===== src/rtl/exe_if.sv =====
// ID/EXE inputs, MEM/WB forwarding inputs and EXE/MEM outputs of the execute stage.
interface exe_if #(
  parameter int DSIZE = 16,
  parameter int ASIZE = 4,
  parameter int ISIZE = 16
);
  logic [DSIZE-1:0] rdata1_in, rdata2_in, imm_in;
  logic [ASIZE-1:0] raddr1_in, raddr2_in, waddr_in;
  logic [ISIZE-1:0] nPC_in;
  logic [2:0]       opcode_in;
  logic             alusrc_in, wen_in, memWrite_in, memRead_in, memtoReg_in, branch_in, jal_in;
  logic             wb_wen;
  logic [ASIZE-1:0] wb_waddr;
  logic [DSIZE-1:0] wb_wdata;
  logic [DSIZE-1:0] alu_result_out, wdata_out;
  logic [ASIZE-1:0] waddr_out;
  logic             wen_out, memWrite_out, memRead_out, memtoReg_out;
  logic             branch_taken_out;
  logic [ISIZE-1:0] branch_target_out;
  logic             stall_out;

  modport master (
    output rdata1_in, rdata2_in, imm_in, raddr1_in, raddr2_in, waddr_in, nPC_in, opcode_in,
           alusrc_in, wen_in, memWrite_in, memRead_in, memtoReg_in, branch_in, jal_in,
           wb_wen, wb_waddr, wb_wdata,
    input  alu_result_out, wdata_out, waddr_out, wen_out, memWrite_out, memRead_out,
           memtoReg_out, branch_taken_out, branch_target_out, stall_out
  );

  modport slave (
    input  rdata1_in, rdata2_in, imm_in, raddr1_in, raddr2_in, waddr_in, nPC_in, opcode_in,
           alusrc_in, wen_in, memWrite_in, memRead_in, memtoReg_in, branch_in, jal_in,
           wb_wen, wb_waddr, wb_wdata,
    output alu_result_out, wdata_out, waddr_out, wen_out, memWrite_out, memRead_out,
           memtoReg_out, branch_taken_out, branch_target_out, stall_out
  );
endinterface


===== src/rtl/exe_stage.sv =====
// Execute stage: forwarding, single-cycle ALU, iterative shift-add multiply,
// branch/JAL resolution, and the EXE/MEM pipeline register.
module exe_stage #(
  parameter int DSIZE = 16,
  parameter int ASIZE = 4,
  parameter int ISIZE = 16
) (
  input logic  clk,
  input logic  rst,
  exe_if.slave bus
);
  localparam int SHW = $clog2(DSIZE);
  localparam int CW  = $clog2(DSIZE + 1);
  localparam logic [2:0] OP_ADD = 3'b000, OP_SUB = 3'b001, OP_AND = 3'b010, OP_OR  = 3'b011,
                         OP_SLT = 3'b100, OP_MUL = 3'b101, OP_XOR = 3'b110, OP_SLL = 3'b111;

  typedef enum logic [1:0] {IDLE, BUSY, DONE} st_t;

  st_t              st_q;
  logic [CW-1:0]    cnt_q;
  logic [DSIZE-1:0] mcand_q, mplier_q, prod_q;
  logic [DSIZE-1:0] res_q, wdata_q;
  logic [ASIZE-1:0] waddr_q;
  logic             wen_q, mw_q, mr_q, mtr_q, tk_q;
  logic [ISIZE-1:0] tgt_q;

  logic [DSIZE-1:0] a, rs2, b, alu, diff, npc_ext;
  logic [ISIZE-1:0] tgt_d;
  logic             tk_d, squash, is_mul;

  // EXE/MEM beats MEM/WB; a load in EXE/MEM has no data yet, so it never forwards.
  always_comb begin
    a = bus.rdata1_in;
    if (wen_q && waddr_q != '0 && waddr_q == bus.raddr1_in && !mr_q)        a = res_q;
    else if (bus.wb_wen && bus.wb_waddr != '0 && bus.wb_waddr == bus.raddr1_in) a = bus.wb_wdata;
    rs2 = bus.rdata2_in;
    if (wen_q && waddr_q != '0 && waddr_q == bus.raddr2_in && !mr_q)        rs2 = res_q;
    else if (bus.wb_wen && bus.wb_waddr != '0 && bus.wb_waddr == bus.raddr2_in) rs2 = bus.wb_wdata;
  end

  assign b    = bus.alusrc_in ? bus.imm_in : rs2;
  assign diff = a - b;

  always_comb begin
    alu = '0;
    case (bus.opcode_in)
      OP_ADD:  alu = a + b;
      OP_SUB:  alu = diff;
      OP_AND:  alu = a & b;
      OP_OR:   alu = a | b;
      OP_SLT:  alu = {{(DSIZE-1){1'b0}}, $signed(a) < $signed(b)};
      OP_XOR:  alu = a ^ b;
      OP_SLL:  alu = a << b[SHW-1:0];
      default: alu = '0;
    endcase
  end

  assign npc_ext   = DSIZE'(bus.nPC_in);
  assign tgt_d     = bus.nPC_in + ISIZE'(bus.imm_in);
  assign tk_d      = (bus.branch_in && diff == '0) || bus.jal_in;
  assign squash    = tk_q;
  assign is_mul    = bus.opcode_in == OP_MUL;
  assign bus.stall_out = (st_q == IDLE && is_mul && !squash) || st_q == BUSY;

  always_ff @(posedge clk) begin
    if (!rst) begin
      st_q <= IDLE; cnt_q <= '0;
      mcand_q <= '0; mplier_q <= '0; prod_q <= '0;
      res_q <= '0; wdata_q <= '0; waddr_q <= '0;
      wen_q <= 1'b0; mw_q <= 1'b0; mr_q <= 1'b0; mtr_q <= 1'b0; tk_q <= 1'b0; tgt_q <= '0;
    end else begin
      // Bubble unless a state below captures a real instruction.
      res_q <= '0; wdata_q <= '0; waddr_q <= '0;
      wen_q <= 1'b0; mw_q <= 1'b0; mr_q <= 1'b0; mtr_q <= 1'b0; tk_q <= 1'b0; tgt_q <= '0;
      case (st_q)
        IDLE: if (!squash) begin
          if (is_mul) begin
            mcand_q <= a; mplier_q <= b; prod_q <= '0; cnt_q <= '0;
            st_q    <= BUSY;
          end else begin
            res_q   <= bus.jal_in ? npc_ext : alu;
            wdata_q <= rs2;
            waddr_q <= bus.waddr_in;
            wen_q   <= bus.wen_in;
            mw_q    <= bus.memWrite_in;
            mr_q    <= bus.memRead_in;
            mtr_q   <= bus.memtoReg_in;
            tk_q    <= tk_d;
            tgt_q   <= tgt_d;
          end
        end
        BUSY: begin
          if (mplier_q[0]) prod_q <= prod_q + mcand_q;
          mcand_q  <= mcand_q << 1;
          mplier_q <= mplier_q >> 1;
          cnt_q    <= cnt_q + 1'b1;
          if (cnt_q == CW'(DSIZE - 1)) st_q <= DONE;
        end
        DONE: begin
          // Upstream is still held, so ID/EXE still presents the MUL's control.
          res_q   <= prod_q;
          wdata_q <= rs2;
          waddr_q <= bus.waddr_in;
          wen_q   <= bus.wen_in;
          mw_q    <= bus.memWrite_in;
          mr_q    <= bus.memRead_in;
          mtr_q   <= bus.memtoReg_in;
          st_q    <= IDLE;
        end
        default: st_q <= IDLE;
      endcase
    end
  end

  assign bus.alu_result_out    = res_q;
  assign bus.wdata_out         = wdata_q;
  assign bus.waddr_out         = waddr_q;
  assign bus.wen_out           = wen_q;
  assign bus.memWrite_out      = mw_q;
  assign bus.memRead_out       = mr_q;
  assign bus.memtoReg_out      = mtr_q;
  assign bus.branch_taken_out  = tk_q;
  assign bus.branch_target_out = tgt_q;
endmodule


===== src/flat_wrapper.sv =====
// flat-port wrapper written by rule: the top's interface ports become plain ports
module exe_stage_flat 
#(
  parameter int DSIZE = 16,
  parameter int ASIZE = 4,
  parameter int ISIZE = 16
)
  (clk, rst, bus_rdata1_in, bus_rdata2_in, bus_imm_in, bus_raddr1_in, bus_raddr2_in, bus_waddr_in, bus_nPC_in, bus_opcode_in, bus_alusrc_in, bus_wen_in, bus_memWrite_in, bus_memRead_in, bus_memtoReg_in, bus_branch_in, bus_jal_in, bus_wb_wen, bus_wb_waddr, bus_wb_wdata, bus_alu_result_out, bus_wdata_out, bus_waddr_out, bus_wen_out, bus_memWrite_out, bus_memRead_out, bus_memtoReg_out, bus_branch_taken_out, bus_branch_target_out, bus_stall_out);
  exe_if #(.DSIZE(DSIZE), .ASIZE(ASIZE), .ISIZE(ISIZE)) bus_i ();
  input logic clk;
  input logic rst;
  input wire logic [$bits(bus_i.rdata1_in)-1:0] bus_rdata1_in;
  input wire logic [$bits(bus_i.rdata2_in)-1:0] bus_rdata2_in;
  input wire logic [$bits(bus_i.imm_in)-1:0] bus_imm_in;
  input wire logic [$bits(bus_i.raddr1_in)-1:0] bus_raddr1_in;
  input wire logic [$bits(bus_i.raddr2_in)-1:0] bus_raddr2_in;
  input wire logic [$bits(bus_i.waddr_in)-1:0] bus_waddr_in;
  input wire logic [$bits(bus_i.nPC_in)-1:0] bus_nPC_in;
  input wire logic [$bits(bus_i.opcode_in)-1:0] bus_opcode_in;
  input wire logic [$bits(bus_i.alusrc_in)-1:0] bus_alusrc_in;
  input wire logic [$bits(bus_i.wen_in)-1:0] bus_wen_in;
  input wire logic [$bits(bus_i.memWrite_in)-1:0] bus_memWrite_in;
  input wire logic [$bits(bus_i.memRead_in)-1:0] bus_memRead_in;
  input wire logic [$bits(bus_i.memtoReg_in)-1:0] bus_memtoReg_in;
  input wire logic [$bits(bus_i.branch_in)-1:0] bus_branch_in;
  input wire logic [$bits(bus_i.jal_in)-1:0] bus_jal_in;
  input wire logic [$bits(bus_i.wb_wen)-1:0] bus_wb_wen;
  input wire logic [$bits(bus_i.wb_waddr)-1:0] bus_wb_waddr;
  input wire logic [$bits(bus_i.wb_wdata)-1:0] bus_wb_wdata;
  output wire logic [$bits(bus_i.alu_result_out)-1:0] bus_alu_result_out;
  output wire logic [$bits(bus_i.wdata_out)-1:0] bus_wdata_out;
  output wire logic [$bits(bus_i.waddr_out)-1:0] bus_waddr_out;
  output wire logic [$bits(bus_i.wen_out)-1:0] bus_wen_out;
  output wire logic [$bits(bus_i.memWrite_out)-1:0] bus_memWrite_out;
  output wire logic [$bits(bus_i.memRead_out)-1:0] bus_memRead_out;
  output wire logic [$bits(bus_i.memtoReg_out)-1:0] bus_memtoReg_out;
  output wire logic [$bits(bus_i.branch_taken_out)-1:0] bus_branch_taken_out;
  output wire logic [$bits(bus_i.branch_target_out)-1:0] bus_branch_target_out;
  output wire logic [$bits(bus_i.stall_out)-1:0] bus_stall_out;
  assign bus_i.rdata1_in = bus_rdata1_in;
  assign bus_i.rdata2_in = bus_rdata2_in;
  assign bus_i.imm_in = bus_imm_in;
  assign bus_i.raddr1_in = bus_raddr1_in;
  assign bus_i.raddr2_in = bus_raddr2_in;
  assign bus_i.waddr_in = bus_waddr_in;
  assign bus_i.nPC_in = bus_nPC_in;
  assign bus_i.opcode_in = bus_opcode_in;
  assign bus_i.alusrc_in = bus_alusrc_in;
  assign bus_i.wen_in = bus_wen_in;
  assign bus_i.memWrite_in = bus_memWrite_in;
  assign bus_i.memRead_in = bus_memRead_in;
  assign bus_i.memtoReg_in = bus_memtoReg_in;
  assign bus_i.branch_in = bus_branch_in;
  assign bus_i.jal_in = bus_jal_in;
  assign bus_i.wb_wen = bus_wb_wen;
  assign bus_i.wb_waddr = bus_wb_waddr;
  assign bus_i.wb_wdata = bus_wb_wdata;
  assign bus_alu_result_out = bus_i.alu_result_out;
  assign bus_wdata_out = bus_i.wdata_out;
  assign bus_waddr_out = bus_i.waddr_out;
  assign bus_wen_out = bus_i.wen_out;
  assign bus_memWrite_out = bus_i.memWrite_out;
  assign bus_memRead_out = bus_i.memRead_out;
  assign bus_memtoReg_out = bus_i.memtoReg_out;
  assign bus_branch_taken_out = bus_i.branch_taken_out;
  assign bus_branch_target_out = bus_i.branch_target_out;
  assign bus_stall_out = bus_i.stall_out;
  exe_stage #(.DSIZE(DSIZE), .ASIZE(ASIZE), .ISIZE(ISIZE)) u_core (.clk(clk), .rst(rst), .bus(bus_i));
endmodule

===== config.mk =====
export PLATFORM = sky130hd
export DESIGN_NAME = exe_stage_flat
export DESIGN_NICKNAME = d
export VERILOG_FILES = /design/src/rtl/exe_if.sv /design/src/rtl/exe_stage.sv /design/src/flat_wrapper.sv
export SDC_FILE = /design/constraint.sdc
export NUM_CORES = 1
export LEC_CHECK = 0
export CORE_MARGIN = 1
export CORE_UTILIZATION = 55
export CTS_CLUSTER_SIZE = 12
export DETAILED_ROUTE_END_ITERATION = 10
export PLACE_DENSITY = 0.83
export SLEW_MARGIN = 20
export SYNTH_ARGS = -nofsm -noshare
export SYNTH_HDL_FRONTEND = slang
export SYNTH_SLANG_ARGS = --single-unit

===== constraint.sdc =====
create_clock -name clk -period 7.15 [get_ports clk]
set_input_delay 1.43 -clock clk [delete_from_list [all_inputs] [get_ports clk]]
set_output_delay 1.43 -clock clk [all_outputs]
set_load 0.02 [all_outputs]

==> results.cfg, run 1 <==
[placed_design]
post-dp-hpwl_mm = 30.2
placed_cells_incl_taps = 1604
post_dp_cell_area_um2 = 11400
dpl_worst_slack_ps = 572
place.port_buffers = 166
gp_congestion = 1.03

[drt]
drcViolationCount = 0
via_per_inst = 6.53
detail_route.iter0.violations = 1355
vias = 10600
drtPass1Iterations = 6
finalWirelength_mm = 38.5
detail_route_antenna_nets = 0
wire_per_inst_um = 23.8

[cts]
cts_num_sinks = 112
cts_buffer_depth = 2
htree_levels = 3
cts.reportedPaths.clkPinSlew_ps = 80
cts_root_buffer = sky130_fd_sc_hd__clkbuf_16
post_cts_resize_count = 0
numCtsBuffers = 9
cts_setup_buffers = 0
cts_hold_buffers = 0
clk_latency_ps = 370
tritoncts_clock_tree = done

[worst_setup_path]
setup.worst_path.start_class = input port
worst-setup-path-type = in2reg
worst-path-buf-inv = 2
cp_top_delay_family = compound AO/OA/AOI/OAI gates
crit_chain = clkdlybuf4s50_1 > o41a_1 > and3_1 > nand2_1 > mux2i_1 > o21ai_0 > mux2i_1 > inv_1 > ha_1 > nor3b_1 > o31a_1 > a211oi_1 > o31a_1 > o22ai_1 > o21ai_0 > a2111oi_0 > a311oi_1 > o21ai_0
timing.critical_path.from = bus_wb_waddr[0]
cp-end-kind = flip-flop
worst_r2r_startpoint = u_core.bus.waddr_out[0]$_SDFF_PN0_
critPathMaxFanout = 10
worst-endpoint-required_ps = 7440
path_depth = 18
critPathArrivalTime_ps = 6740
timing.critical_path.slowest_cell_delay_ps = 710
logic_depth_of_the_worst_register_to_register_path = 18
worst_path_most_repeated_cell = sky130_fd_sc_hd__o21ai_0
cp_slowest_cell = sky130_fd_sc_hd__a2111oi_0

[pwr]
power.density_cell_area_nw_per_um2 = 171
internal_power_uw = 1230
p_leak_uw = 0.00475
power.switching_fraction_pct = 38.5
share_comb_of_total_power_pct = 40.4
clockPowerShare_pct = 25.3
peakVddDrop_mv = 0.154
sequential_share_of_power_pct = 34.3
p_sw_uw = 769

[grt]
grt_pass1_wl_mm = 57.6
global_route.usage.total_pct = 42.5
antenna_violations_before_repair = 2
globalRouteOverflowTotal = 0
via_count_of_the_first_global_routing_pass = 9798
maximum_number_of_pins_on_one_net_before_global_route_repair = 62

[final_layout]
most_common_cell_after_layout_fill_and_taps_aside = sky130_fd_sc_hd__clkdlybuf4s50_1
layout.nets = 1596
register_area_um2 = 2240
post-route-cell-area_um2 = 11700
area_of_the_multi_input_gates_um2 = 6810
num-fill-cells = 1456
postLayoutCoreUtil_pct = 69.6
area_growth_from_synthesis_to_layout_pct = 22.0
stdcell_count = 1621
final_cell_mix = 166 x sky130_fd_sc_hd__clkdlybuf4s50_1, 160 x sky130_fd_sc_hd__a21oi_1, 134 x sky130_fd_sc_hd__nor2_1
drive_gt1_share_pct = 6.50

[timing]
fmaxAchievable_mhz = 155
min_period_over_period_pct = 90.2
setup_violations = 0
rsz0062_at_grt = no
finalWorstPathRequiredPeriod_ps = 6450
max_slew_margin_pct = 28.8
timing.setup.tns_ps = 0
final.setup.worst_slack_ps = 701
final_hold_viol_count = 0
drv_slew = 0
clock-skew-final_ps = 6.90
max_slew.worst_pin.slew_ps = 1060

[run]
max_cap_viol_count = 0

[floorplanning]
die_height_um = 134
floorplan.io_pins = 167
chipWidth_um = 134
core_region_area_um2 = 16800
die_area_um2 = 18000
initial_core_util_pct = 57.0
fp-row-count = 47

[synth]
synth_nets = 1463
netlist_instances = 1262
synth.yosys.warnings = 0
post_synth_num_cell_types = 80
sequential_area_share_after_synthesis_pct = 23.4
avgSynthCellArea_um2 = 7.60
synth_async_sr_flop_share_pct = 0
ys_ff_latch = 112
ys_dominant_reg_cell = sky130_fd_sc_hd__dfxtp_1
netlist_area_pre_place_um2 = 9590
synth_edf_count = 0

[worst_hold_path]
worst_hold_startpoint = u_core.mplier_q[8]$_SDFFE_PN0P_
worstHoldPathCells = 2
hold_path_class = reg2reg

[outcome]
status = complete, no violations
cell type report:
class                      instances  area share (%)
clock inverter                     6           0.438
antenna                            1          0.0214
tap                              220            2.35
timing repair buffer             194            16.0
inverter                          59            1.89
clock buffer                      10            1.96
multi-input combinational       1019            58.2
sequential                       112            19.2
per-layer routing:
layer | GRT usage [%] | routed length, um | vias to the layer above
li1 | - | - | 4784
met1 | 55.9 | 15600 | 4949
met2 | 66.0 | 16900 | 702
met3 | 9.94 | 4100 | 144
met4 | 18.9 | 1930 | 2
met5 | 0 | 10 | -
cell usage after synthesis (6+ instances only):
cell type | instances | area [um^2]
sky130_fd_sc_hd__xnor2_1 | 45 | 394
sky130_fd_sc_hd__xor2_1 | 21 | 184
sky130_fd_sc_hd__a31oi_2 | 10 | 125
sky130_fd_sc_hd__a211oi_1 | 23 | 173
sky130_fd_sc_hd__a22oi_1 | 13 | 97.6
sky130_fd_sc_hd__o21a_1 | 10 | 75.1
sky130_fd_sc_hd__and3_1 | 11 | 68.8
sky130_fd_sc_hd__ha_1 | 88 | 1100
sky130_fd_sc_hd__nor2_1 | 134 | 503
sky130_fd_sc_hd__mux2i_1 | 36 | 360
sky130_fd_sc_hd__o31ai_1 | 7 | 52.6
sky130_fd_sc_hd__o221ai_1 | 9 | 78.8
sky130_fd_sc_hd__or3_1 | 8 | 50.1
sky130_fd_sc_hd__a21o_1 | 8 | 60.1
sky130_fd_sc_hd__a31oi_1 | 10 | 62.6
sky130_fd_sc_hd__and2_1 | 28 | 175
sky130_fd_sc_hd__nand3_1 | 39 | 195
sky130_fd_sc_hd__a21oi_1 | 160 | 801
sky130_fd_sc_hd__clkbuf_1 | 56 | 210
sky130_fd_sc_hd__inv_1 | 48 | 180
sky130_fd_sc_hd__nand2_1 | 114 | 428
sky130_fd_sc_hd__inv_2 | 8 | 30.0
sky130_fd_sc_hd__o31a_1 | 8 | 70.1
sky130_fd_sc_hd__dfxtp_1 | 112 | 2240
sky130_fd_sc_hd__nand2b_1 | 7 | 43.8
sky130_fd_sc_hd__nor2b_1 | 8 | 50.1
sky130_fd_sc_hd__o21bai_1 | 8 | 60.1
sky130_fd_sc_hd__o211ai_1 | 6 | 45.0
sky130_fd_sc_hd__o21ai_0 | 50 | 250
sky130_fd_sc_hd__nor3_1 | 43 | 215
sky130_fd_sc_hd__a221oi_1 | 10 | 87.6
sky130_fd_sc_hd__buf_6 | 7 | 78.8
sky130_fd_sc_hd__nand4_1 | 10 | 62.6
per-stage QoR:
stage / total power [uW] / hold slack [ps]
2_1_floorplan: 1180 / 432
3_3_place_gp: 1470 / 441
3_5_place_dp: 1470 / 458
4_1_cts: 1970 / 468
5_1_grt: 2070 / 497
6_report: 2000 / 480
worst register-to-register path, stage by stage (launching register included):
cell and delay (ps):
sky130_fd_sc_hd__dfxtp_1 350, sky130_fd_sc_hd__or4_1 590, sky130_fd_sc_hd__nand3b_1 400, sky130_fd_sc_hd__or2_1 390, sky130_fd_sc_hd__a31oi_1 140, sky130_fd_sc_hd__buf_4 190
sky130_fd_sc_hd__inv_1 90, sky130_fd_sc_hd__ha_1 190, sky130_fd_sc_hd__inv_1 70, sky130_fd_sc_hd__fa_1 440, sky130_fd_sc_hd__nor2b_1 160, sky130_fd_sc_hd__o31ai_1 440
sky130_fd_sc_hd__a211oi_1 190, sky130_fd_sc_hd__o31a_1 370, sky130_fd_sc_hd__o22ai_1 270, sky130_fd_sc_hd__o21ai_0 120, sky130_fd_sc_hd__a2111oi_0 710, sky130_fd_sc_hd__a311oi_1 130
sky130_fd_sc_hd__o21ai_0 180
flip-flops by register name, summed over array words and instances, names as in the netlist, 2 cells and up:
name and flops:
u_core.bus.branch_target_out 16, u_core.bus.wdata_out 16, u_core.mcand_q 16, u_core.bus.waddr_out 4, u_core.prod_q 16, u_core.bus.alu_result_out 16
u_core.st_q 2, u_core.cnt_q 5, u_core.mplier_q 16
cells by family (layout without fill, tap and decap cells):
| logic type | count (synthesis) | in the layout | synth area share, % |
|---|---|---|---|
| XOR/XNOR | 66 | 66 | 6.03 |
| flip-flops | 112 | 112 | 23.4 |
| AO/OA/AOI/OAI | 388 | 388 | 26.6 |
| buffers and inverters | 131 | 269 | 5.80 |
| AND/OR/NAND/NOR | 429 | 429 | 20.7 |
| multiplexers | 44 | 44 | 5.16 |
| other | 0 | 1 | 0 |
| adder cells (fa/ha/maj) | 92 | 92 | 12.3 |
power groups by stage:
stage / Clock, uW / Combinational, uW / Sequential [uW]
3_3_place_gp: 0 / 774 / 697
2_1_floorplan: 0 / 453 / 726
6_report: 505 / 808 / 685
3_5_place_dp: 0 / 776 / 698
4_1_cts: 506 / 782 / 683
5_1_grt: 530 / 853 / 686
final timing paths:
| kind | slack, ps | to |
|---|---|---|
| max | 700 | u_core.bus.alu_result_out[0]$_SDFF_PN0_ |
| min | 480 | u_core.mplier_q[8]$_SDFFE_PN0P_ |
| max reg2reg | 1680 | u_core.bus.alu_result_out[0]$_SDFF_PN0_ |
| min reg2reg | 480 | u_core.mplier_q[8]$_SDFFE_PN0P_ |
Note: power is estimated with default switching activity, not from simulation.
==> inputs of run 2 (changes only) <==
CORE_MARGIN = 3   (was 1)
RECOVER_POWER = 100   (was unset)
==> results.cfg, run 2 (synthesized netlist as in run 1, its figures left out) <==
[outcome]
status = complete, no violations

[final_layout]
most_common_cell_after_layout_fill_and_taps_aside = sky130_fd_sc_hd__a21oi_1
area_growth_from_synthesis_to_layout_pct = 22.9
layout.nets = 1608
stdcell_count = 1632
post-route-cell-area_um2 = 11800
num-fill-cells = 1381
drive_gt1_share_pct = 6.87
final_cell_mix = 160 x sky130_fd_sc_hd__a21oi_1, 133 x sky130_fd_sc_hd__nor2_1, 114 x sky130_fd_sc_hd__nand2_1
antenna_cells_inserted = 0

[timing]
setup_violations = 0
rsz0062_at_grt = no
fmaxAchievable_mhz = 156
final_hold_viol_count = 0
finalWorstPathRequiredPeriod_ps = 6390
final.setup.worst_slack_ps = 757
clock-skew-final_ps = 9.64
timing.setup.tns_ps = 0
max_slew_margin_pct = 2.82
drv_slew = 0
min_period_over_period_pct = 89.4
max_slew.worst_pin.slew_ps = 1460

[drt]
via_per_inst = 6.63
vias = 10800
detail_route.iter0.violations = 1546
drtPass1Iterations = 5
detail_route_antenna_nets = 0
wire_per_inst_um = 24.9
drcViolationCount = 0
finalWirelength_mm = 40.6

[cts]
clk_latency_ps = 380
cts_buffer_depth = 2
cts_num_sinks = 112
htree_levels = 3
tritoncts_clock_tree = done
cts_root_buffer = sky130_fd_sc_hd__clkbuf_16
cts_hold_buffers = 0
cts_setup_buffers = 0
cts.reportedPaths.clkPinSlew_ps = 90
post_cts_resize_count = 0
numCtsBuffers = 9

[grt]
globalRouteOverflowTotal = 0
grt_pass1_wl_mm = 60.6
antenna_violations_before_repair = 1
via_count_of_the_first_global_routing_pass = 10200
global_route.usage.total_pct = 40.5
maximum_number_of_pins_on_one_net_before_global_route_repair = 62

[pwr]
peakVddDrop_mv = 0.122
p_leak_uw = 0.00493
power.density_cell_area_nw_per_um2 = 173

[floorplanning]
die_area_um2 = 19100
initial_core_util_pct = 57.0
chipWidth_um = 138
floorplan.io_pins = 167
core_region_area_um2 = 16800
fp-row-count = 47
die_height_um = 138

[placed_design]
gp_congestion = 1.09
post-dp-hpwl_mm = 32.3
dpl_worst_slack_ps = 670
place.port_buffers = 166
placed_cells_incl_taps = 1616
post_dp_cell_area_um2 = 11500

[worst_setup_path]
critPathMaxFanout = 10
path_depth = 19
critPathArrivalTime_ps = 6670
setup.worst_path.start_class = input port
cp_top_delay_family = compound AO/OA/AOI/OAI gates
logic_depth_of_the_worst_register_to_register_path = 15
worst_path_most_repeated_cell = sky130_fd_sc_hd__mux2i_1
worst-endpoint-required_ps = 7430
crit_chain = dlygate4sd3_1 > o41a_1 > and3_1 > nand2_1 > mux2i_1 > o21ai_0 > mux2i_1 > clkbuf_1 > inv_1 > ha_1 > nand3b_1 > o2111ai_1 > a41oi_1 > o31ai_1 > a2111o_1 > nand3_1 > xor2_1 > o211a_1 > a211oi_1
worst-setup-path-type = in2reg
cp-end-kind = flip-flop
worst-path-buf-inv = 3
timing.critical_path.slowest_cell_delay_ps = 620
cp_slowest_cell = sky130_fd_sc_hd__dlygate4sd3_1

[worst_hold_path]
worstHoldPathCells = 2
hold_path_class = reg2reg

[run]
max_cap_viol_count = 0
==> run 2: cell types whose count changed in the layout (fill, tap and decap cells not counted), moves of 2 or more <==
| cell | delta |
|---|---|
| sky130_fd_sc_hd__clkdlybuf4s50_1 | -63 |
| sky130_fd_sc_hd__and2_0 | +16 |
| sky130_fd_sc_hd__clkbuf_1 | +5 |
| sky130_fd_sc_hd__buf_4 | +6 |
| sky130_fd_sc_hd__and2_1 | -16 |
| sky130_fd_sc_hd__clkinv_8 | +2 |
| sky130_fd_sc_hd__dlygate4sd3_1 | +63 |
==> run 2: power by group <==
part | switching (uW) | leakage [uW] | total [uW] | internal (uW)
Combinational | 499 | 0.00387 | 818 | 320
Clock | 289 | 0.000142 | 536 | 247
Sequential | 24.7 | 0.000915 | 684 | 659
==> run 2: area by class of cell <==
| type | instances | area, um^2 | share of cell area, % |
|---|---|---|---|
| Inverter | 59 | 221 | 1.88 |
| Timing Repair Buffer | 206 | 1940 | 16.5 |
| Multi-Input combinational cell | 1019 | 6810 | 57.8 |
| Tap cell | 220 | 275 | 2.33 |
| Clock inverter | 7 | 75.1 | 0.637 |
| Sequential cell | 112 | 2240 | 19.0 |
| Clock buffer | 9 | 225 | 1.91 |
==> run 2: layer usage <==
metal / track usage (%) / wire length [um] / up-vias / part of all wire [%]
met3: 7.35 / 4440 / 158 / 11
met2: 64.4 / 18100 / 771 / 45
li1: - / - / 4844 / -
met5: 0 / 13 / - / 0.032
met4: 18.6 / 2050 / 2 / 5.1
met1: 53.5 / 16000 / 5052 / 39
==> run 2: worst paths after layout <==
kind	startpoint	slack, ps	end
max	bus_wb_waddr[3]	760	u_core.bus.alu_result_out[14]$_SDFF_PN0_
min	u_core.mplier_q[8]$_SDFFE_PN0P_	470	u_core.mplier_q[8]$_SDFFE_PN0P_
max reg2reg	u_core.bus.waddr_out[2]$_SDFF_PN0_	1790	u_core.bus.alu_result_out[11]$_SDFF_PN0_
min reg2reg	u_core.mplier_q[8]$_SDFFE_PN0P_	470	u_core.mplier_q[8]$_SDFFE_PN0P_
==> run 2: through the flow <==
stage | hold slack [ps] | power [uW] | util (%)
after detailed placement | 454 | 1500 | 68.4
final | 473 | 2040 | 70.1
after global placement | 448 | 1490 | 68.4
after CTS | 465 | 2020 | 70.2
after global routing | 518 | 2100 | 70.1
after floorplan | 432 | 1180 | -
==> run 2: worst register-to-register path: cells and delay by family, from the launching register on <==
family                   cells  cell delay [ps]
adder cells (fa/ha/maj)      1              460
flip-flops                   1              460
AND/OR/NAND/NOR              5             1810
multiplexers                 1              470
AO/OA/AOI/OAI                8             2070
==> inputs of run 3 (changes only) <==
CTS_CLUSTER_SIZE = unset   (was 12)
==> results of run 3 <==
The final DEF is identical to that of run 2; final timing and power are the same.
